File: src/rtl/c_rr_lock_arbiter.sv
// c_rr_lock_arbiter: round-robin arbiter with packet lock.
//
// One output resource (switch output port or VC) is shared by num_ports
// requesters. Priority is a one-hot "last winner" pointer, turned into a
// thermometer mask that selects only requesters strictly after the last
// winner. When the lowest eligible request is a head flit of a multi-flit
// packet, the grant is locked to that owner until its tail flit is
// accepted. The pointer then moves to the owner.
//
// Parameters:
//   num_ports       number of requesters (>= 2)
//   watchdog_limit  silent locked cycles before a forced release
//                   (used only when C_RR_LOCK_WATCHDOG_EN is defined)
//
// Ports:
//   clk        clock; all state updates on the rising edge
//   reset      synchronous, active-high reset
//   active     clock-gating qualifier; no state change while low
//   req        request vector, bit 0 = requester 0
//   tail       per-requester flag: current flit is a packet tail
//   gnt        zero or one-hot grant, combinational from req
//   gnt_valid  OR-reduction of gnt
//   locked     registered; high while a packet holds the lock
//   wd_error   registered one-cycle pulse on a watchdog release;
//              constant 0 without C_RR_LOCK_WATCHDOG_EN
//
// Optional feature macro: C_RR_LOCK_WATCHDOG_EN

// One-hot to thermometer conversion: therm[i] is set for every bit at or
// above the set bit of one_hot.
module c_one_hot_therm_conv #(
  parameter int width = 8
) (
  input  logic [width-1:0] one_hot,
  output logic [width-1:0] therm
);

  always_comb begin
    logic seen;
    seen  = 1'b0;
    therm = '0;
    for (int i = 0; i < width; i++) begin
      seen     = seen | one_hot[i];
      therm[i] = seen;
    end
  end

endmodule

module c_rr_lock_arbiter #(
  parameter int num_ports      = 8,
  parameter int watchdog_limit = 16
) (
  input  logic                 clk,
  input  logic                 reset,
  input  logic                 active,
  input  logic [num_ports-1:0] req,
  input  logic [num_ports-1:0] tail,
  output logic [num_ports-1:0] gnt,
  output logic                 gnt_valid,
  output logic                 locked,
  output logic                 wd_error
);

  localparam logic [0:0] st_idle   = 1'b0;
  localparam logic [0:0] st_locked = 1'b1;

  logic [0:0]           st_q;
  logic [num_ports-1:0] prio_q;
  logic [num_ports-1:0] owner_q;

  logic [num_ports-1:0] prio_therm;
  logic [num_ports-1:0] mask;
  logic [num_ports-1:0] req_hi;
  logic [num_ports-1:0] pick;
  logic [num_ports-1:0] arb_gnt;
  logic                 gnt_tail;
  logic                 owner_req;
  logic                 owner_tail;
  logic                 wd_fire;
  logic                 release_lock;

  c_one_hot_therm_conv #(
    .width(num_ports)
  ) u_therm (
    .one_hot(prio_q),
    .therm  (prio_therm)
  );

  // The thermometer includes the last winner itself; clearing that bit
  // leaves only the requesters strictly after it.
  assign mask   = prio_therm & ~prio_q;
  assign req_hi = req & mask;

  // Lowest eligible requester above the pointer, otherwise wrap around to
  // the lowest requester overall.
  always_comb begin
    logic found;
    found   = 1'b0;
    arb_gnt = '0;
    pick    = (|req_hi) ? req_hi : req;
    for (int i = 0; i < num_ports; i++) begin
      if (pick[i] && !found) begin
        arb_gnt[i] = 1'b1;
        found      = 1'b1;
      end
    end
  end

  // While locked only the owner can be granted, and only while it requests.
  always_comb begin
    gnt = arb_gnt;
    if (st_q == st_locked) begin
      gnt = owner_q & req;
    end
  end

  assign gnt_valid    = |gnt;
  assign gnt_tail     = |(gnt & tail);
  assign owner_req    = |(owner_q & req);
  assign owner_tail   = |(owner_q & req & tail);
  assign release_lock = owner_tail | wd_fire;
  assign locked       = (st_q == st_locked);

  // Arbitration state. A single-flit winner only moves the pointer; a head
  // flit takes the lock and the pointer waits until the packet ends.
  always_ff @(posedge clk) begin
    if (reset) begin
      st_q    <= st_idle;
      prio_q  <= {1'b1, {(num_ports-1){1'b0}}};
      owner_q <= '0;
    end else if (active) begin
      if (st_q == st_idle) begin
        if (gnt_valid) begin
          if (gnt_tail) begin
            prio_q <= gnt;
          end else begin
            owner_q <= gnt;
            st_q    <= st_locked;
          end
        end
      end else if (release_lock) begin
        prio_q  <= owner_q;
        owner_q <= '0;
        st_q    <= st_idle;
      end
    end
  end

`ifdef C_RR_LOCK_WATCHDOG_EN
  localparam int wd_w = (watchdog_limit > 1) ? $clog2(watchdog_limit) : 1;
  localparam logic [wd_w-1:0] wd_last = wd_w'(watchdog_limit - 1);

  logic [wd_w-1:0] wd_cnt_q;
  logic            wd_error_q;

  assign wd_fire  = (st_q == st_locked) && !owner_req && (wd_cnt_q == wd_last);
  assign wd_error = wd_error_q;

  // Counts active locked cycles with a silent owner. Any owner request,
  // any idle cycle and the forced release itself restart the count. The
  // error flag is a single-cycle pulse, so it drops even on inactive cycles.
  always_ff @(posedge clk) begin
    if (reset) begin
      wd_cnt_q   <= '0;
      wd_error_q <= 1'b0;
    end else begin
      wd_error_q <= 1'b0;
      if (active) begin
        if ((st_q != st_locked) || owner_req || wd_fire) begin
          wd_cnt_q <= '0;
        end else begin
          wd_cnt_q <= wd_cnt_q + 1'b1;
        end
        wd_error_q <= wd_fire;
      end
    end
  end
`else
  assign wd_fire = 1'b0;

  // Always 0; the comparison only keeps watchdog_limit referenced so both
  // builds share one parameter list.
  assign wd_error = (watchdog_limit < 0);
`endif

endmodule

File: config.mk
export PLATFORM = sky130hd
export DESIGN_NAME = c_rr_lock_arbiter
export DESIGN_NICKNAME = d
export VERILOG_FILES = /design/src/rtl/c_rr_lock_arbiter.sv
export SDC_FILE = /design/constraint.sdc
export NUM_CORES = 1
export LEC_CHECK = 0
export BUFFER_PORTS_ARGS = -buffer_cell sky130_fd_sc_hd__buf_2
export CELL_PAD_IN_SITES_DETAIL_PLACEMENT = 1
export CELL_PAD_IN_SITES_GLOBAL_PLACEMENT = 1
export CORE_UTILIZATION = 40
export DETAILED_ROUTE_END_ITERATION = 12
export HOLD_SLACK_MARGIN = 0.08
export PLACE_DENSITY = 0.8
export SLEW_MARGIN = 20
export SYNTH_ARGS = -nofsm -noshare
export SYNTH_HDL_FRONTEND = slang
export SYNTH_SLANG_ARGS = --single-unit
File: constraint.sdc
create_clock -name clk -period 4.06 [get_ports clk]
set_clock_uncertainty 0.1 [all_clocks]
set_input_delay 0.406 -clock clk [delete_from_list [all_inputs] [get_ports clk]]
set_output_delay 0.406 -clock clk [all_outputs]
set_load 0.03 [all_outputs]
# Yosys cells after proc, flatten, opt, wreduce, memory -nomap -nowiden
# Index checks and enable logic that the tools add are counted.
totals:
  ff_bits: 17
  latchBits: 0
  ram_bits: 0
  romBits: 0
  input_bits: 19
  out_inout_bits: 11
  wordCells: 68
  n_memories: 0
classes:
  n_addsub: 0
  n_mul: 0
  div_mod_pow: 0
  n_lt_le_gt_ge: 0
  n_eq_ne: 2
  n_shift: 0
  muxes: 28
  n_bitwise: 13
  n_reduce_logical: 22
op_table:
  columns: ["op", "n"]
  rows:
  - ["$mux 8", 10]
  - ["$and 8x8->8", 5]
  - ["$reduce_or 8->1", 4]
  - ["$mux 1", 18]
  - ["$not 8->8", 1]
  - ["$reduce_and 4->1", 2]
  - ["$logic_and 1x1->1", 7]
  - ["$logic_not 1->1", 7]
  - ["$or 1x1->1", 7]
  - ["$reduce_bool 2->1", 2]
  - ["$ne 2x1->1 const B", 1]
  - ["$ne 2x2->1 const B", 1]

# Logic depth before layout (Yosys ltp)
logic_depth:
  ltp_word: 39
  depth_mapped: 12
  ltp_nobuf: 9

# By module
# From an unflattened synthesis, not the netlist that was laid out.
unflattened:
  hier_cells: 190
  area_unflattened_um2: 1468.9
modules_own_cells:
  columns: ["module", "n_inst", "cells_each", "area_each_um2", "seq_area_each_um2"]
  rows:
  - ["c_rr_lock_arbiter", 1, 179, 1392.6, 340.3]
  - ["c_one_hot_therm_conv", 1, 11, 76.3, 0.0]

# Least setup slack after synthesis
# OpenSTA, ideal clock, no wires.
synth_timing:
  kind: "reg2reg"
  start: "register prio_q[0]"
  end: "register owner_q[3]"
  setup_time_ps: 121
  arrival_time_ps: 3271
  required_time_ps: 3839
  setup_slack_ps: 568
  stages_incl_launch_ff: 13
  n_path_buf: 3
  period_less_slack_ps: 3492
  path_cell_list: "dfxtp_1 > or4_1 > buf_2 > o22ai_2 > o21a_1 > buf_4 > a211oi_1 > nor3_1 > a211oi_2 > a41oi_2 > a22o_1 > buf_6 > mux2_4"
synth_via:
  elab_cells_between_ends: 50
  classes_between: "eq/ne (1); mux (19); bitwise (11); reduce/logical (19)"
synth_rtl:
  columns: ["element", "line_no", "rtl"]
  rows:
  - ["start, declared", "69", "logic [num_ports-1:0] prio_q;"]
  - ["start signal, assigned", "130", "prio_q <= {1'b1, {(num_ports-1){1'b0}}};"]
  - ["start signal, assigned", "136", "prio_q <= gnt;"]
  - ["start signal, assigned", "143", "prio_q <= owner_q;"]
  - ["$or 1x1->1 (7 in series)", "43", "seen = seen | one_hot[i];"]
  - ["$and 8x8->8 (*)", "92", "assign mask = prio_therm & ~prio_q;"]
  - ["$and 8x8->8 (*)", "93", "assign req_hi = req & mask;"]
  - ["$reduce_or 8->1", "101", "pick = (|req_hi) ? req_hi : req;"]
  - ["$mux 8 (*)", "101", null]
  - ["$mux 1", "103", "if (pick[i] && !found) begin"]
  - ["$logic_not 1->1", "103", null]
  - ["$logic_and 1x1->1 (*)", "103", null]
  - ["$mux 1 (*)", "103", null]
  - ["$mux 8 (*)", "113", "if (st_q == st_locked) begin"]
  - ["via gnt[1]", "59", "output logic [num_ports-1:0] gnt,"]
  - ["$and 8x8->8", "119", "assign gnt_tail = |(gnt & tail);"]
  - ["$reduce_or 8->1", "119", null]
  - ["$ne 2x2->1 (no source line)", null, null]
  - ["$reduce_and 4->1 (no source line) (*)", null, null]
  - ["end signal, assigned", "138", "owner_q <= gnt;"]
  - ["end, declared", "70", "logic [num_ports-1:0] owner_q;"]
# The timed path passes the listed nets; every way through them passes the cells marked *. The select of a mux whose other input is x is not followed.
# A chain may end at the register's enable or synchronous reset.

# Worst setup path in the final report
layout_timing:
  start: "register prio_q[0]"
  end: "register owner_q[5]"
layout_via:
  elab_chain_cells: 38
  elab_cells_between_ends: 50
  classes_between: "eq/ne (1); mux (19); bitwise (11); reduce/logical (19)"
layout_lines:
  columns: ["element", "line_no"]
  rows:
  - ["$or 1x1->1 (7 in series)", "43"]
  - ["$and 8x8->8 (*)", "92"]
  - ["$and 8x8->8 (*)", "93"]
  - ["$reduce_or 8->1", "101"]
  - ["$mux 8 (*)", "101"]
  - ["$mux 1", "103"]
  - ["$logic_not 1->1", "103"]
  - ["$logic_and 1x1->1", "103"]
  - ["(+16 left out)", null]
  - ["$logic_not 1->1", "103"]
  - ["$logic_and 1x1->1", "103"]
  - ["$mux 1", "103"]
  - ["$mux 8 (*)", "113"]
  - ["$and 8x8->8", "119"]
  - ["$reduce_or 8->1", "119"]
  - ["$ne 2x2->1 (no source line)", null]
  - ["$reduce_and 4->1 (no source line)", null]
# Every way passes the cells marked *; elsewhere a longest branch is shown, timed or not. The select of a mux whose other input is x is not followed.

==> flow_summary.yaml <==
global_route:
  grt_pass1_wl_um: 8800
  grt_pass1_vias: 1694
  grt_use_total_pct: 27.6
  gr-usage-met1_pct: 38.5
  grt_antenna_before_repair: 0
  globalRouteMet3Util_pct: 3.57
  met2_usage_pct: 44.2
  grt_max_degree: 24
  grt_busiest_layer: "met2"
  grt.overflow.total: 0
power_and_ir_drop:
  p_per_area_nw_per_um2: 894
  p_leak_nw: 0.742
  irDropWorstVdd_v: 0.000503
cts:
  path_clk_slew_ns: 0.07
  h-tree-depth: 1
  hold_buffers: 0
  tritoncts: "done"
  clockBufferDepth: 2
  clk_latency_ns: 0.26
  post_cts_buffers: 0
  cts.sink_count: 17
  root_buffer: "clkbuf_8"
  cts_buffers: 3
  cts-resized-gates: 0
cells_and_area:
  multi_input_area_um2: 1120
  fillCellCount: 496
  layout.nets: 253
  drive_gt1_share_pct: 21.9
  syn2layout_area_growth_pct: 12.9
  regArea_um2: 340
  antenna_cells: 0
run:
  maxCapViolCount: 0
routing:
  drt-initial-drc-count: 95
  wirelength_um: 5280
  drc_errors: 0
  ant_nets: 0
  avgViaCountPerCell: 6.28
  dr.pass1.iters: 4
  num_vias: 1765
  wl_per_cell_um: 18.8
die:
  initial_core_util_pct: 42.2
  dieHeight_um: 64.4
  die_area_um2: 4140
  die_x_um: 64.4
  rows: 22
  io_pins: 30
  core_um2: 3690
timing:
  fin_crit_ns: 3.68
  rsz0062_at_grt: "false"
  max_freq_mhz: 272
  fin_crit_sh_pct: 90.6
  hold_viol: 0
  setup_tns_ns: 0
  timing.final.ws_setup_ns: 0.381
  setup_viol: 0
  finalMaxSlewViolations: 0
worst_setup_path:
  arrival_ns: 3.73
  required_ns: 4.11
  crit_fanout: 9
  critPathLaunchType: "register"
  path_class: "register to register"
  worstSetupEndpointType: "register"
synthesis:
  yosys.area_share.simple_pct: 33.5
  synth_xor_xnor_area_share_pct: 0
  synth_top_family_by_area: "simple AND/OR/NAND/NOR gates"
  synth-seq-area-share_pct: 21.9
  synth_mux_area_share_pct: 8.13
  ys_warn_count: 0
  synth_compound_area_share_pct: 30.5
  synth_cell_types: 56
  synth_fa_ha_area_share_pct: 0
  synth_edf_count: 0
  synth_area_um2: 1560
  synth_fp_nets: 229
  synthArstFlopShare_pct: 0
  syn-instance-count: 210
  ys_ff_latch: 17
  avgSynthCellArea_um2: 7.41
  synthFlopType: "dfxtp_1"
placed_design:
  io_buffers: 28
  routabilityCongestion: 0.979
  dp_slack_ns: 0.430
  hpwlAfterDp_um: 4170
outcome:
  outcome: "completed"
worst_hold_path:
  hold_path_class: "input port to register"
-- worst max-delay path, cell delays in order (launching register included) --
cell      delay, ns
dfxtp_1        0.36
or4_1          0.68
o22ai_2        0.26
o21a_1         0.36
a221o_2        0.30
nand4b_1       0.20
o211ai_1       0.13
nor3_2         0.37
a22o_1         0.47
mux2_4         0.34
-- power breakdown --
group	internal (mW)	switching, mW	total (mW)
clock network	0.0699	0.0633	0.133
logic	0.418	0.773	1.19
registers	0.202	0.0430	0.245
-- per-stage QoR --
step	power (mW)	hold slack (ns)	utilization, %	std cells	instance area (µm²)
2_1_floorplan	1.18	0.348	-	210	1560
3_3_place_gp	1.40	0.378	46.4	277	1710
4_1_cts	1.55	0.356	47.6	281	1760
6_report	1.57	0.361	47.6	281	1760
5_1_grt	1.69	0.370	47.6	281	1760
3_5_place_dp	1.42	0.386	46.4	277	1710
-- placed cells by master, fill, tap and decap left out, types with 2 or more instances in the layout --
cell and n:
nor3_1 7, a32o_1 2, mux2_4 5, and3_1 4, nand2_1 23, inv_1 8
nand4b_1 3, or3_1 4, nor2b_1 13, nand3_1 14, mux2i_1 4, o21ai_0 2
a31o_2 2, nand2b_1 2, dfxtp_1 17, buf_2 28, a311oi_1 3, o211ai_1 3
nor2_1 22, a22o_1 2, o32ai_1 2, a31oi_1 3, buf_4 2, o22ai_1 6
a211oi_1 3, clkbuf_8 3, a21o_1 2, a21oi_1 14, nand4_1 3
-- area by class of cell --
type,count,share of cell area (%)
Clock buffer,4,2.57
Inverter,8,1.71
Multi-Input combinational cell,174,64.1
Sequential cell,17,19.4
Tap cell,48,3.42
Timing Repair Buffer,30,8.84
-- final timing paths --
kind / from / endpoint / slack (ns) / depth (start not counted)
hold reg to reg: owner_q[2] / owner_q[2] / 0.41 / 2
setup / recovery: prio_q[0] / owner_q[5] / 0.38 / 9
hold / removal: active / locked / 0.36 / 3
setup reg to reg: prio_q[0] / owner_q[5] / 0.38 / 9
-- logic make-up after synthesis --
| kind of cell | count (synthesis) |
|---|---|
| muxes | 10 |
| AOI/OAI and AO/OA | 61 |
| DFF | 17 |
| buffers and inverters | 19 |
| other | 1 |
| and+or+nand+nor | 102 |
-- per-layer routing --
metal	share of wire, %	wire length, µm
met5	0	0
met2	45	2390
met3	5.2	275
met4	1.8	95
met1	48	2520
-- sequential cells by signal (all words and copies together) (netlist names) --
| signal | count |
|---|---|
| prio_q | 8 |
| owner_q | 8 |
| locked | 1 |
-- synth_stat cells (3+ instances only) --
library cell	count	area (µm²)
a311oi_1	3	26.3
nor2b_1	13	81.3
o211ai_1	3	22.5
and3_1	4	25.0
mux2i_1	4	40.0
o22ai_1	6	37.5
nand4_1	3	18.8
or3_1	4	25.0
inv_1	8	30.0
nand4b_1	3	26.3
nor3_1	7	35.0
a211oi_1	3	22.5
a31oi_1	3	18.8
clkbuf_1	5	18.8
a21oi_1	14	70.1
nor2_1	22	82.6
nand3_1	14	70.1
dfxtp_1	17	340
nand2_1	23	86.3
buf_2	3	15.0
mux2_4	5	75.1
Power figures use the tool's default switching activity.
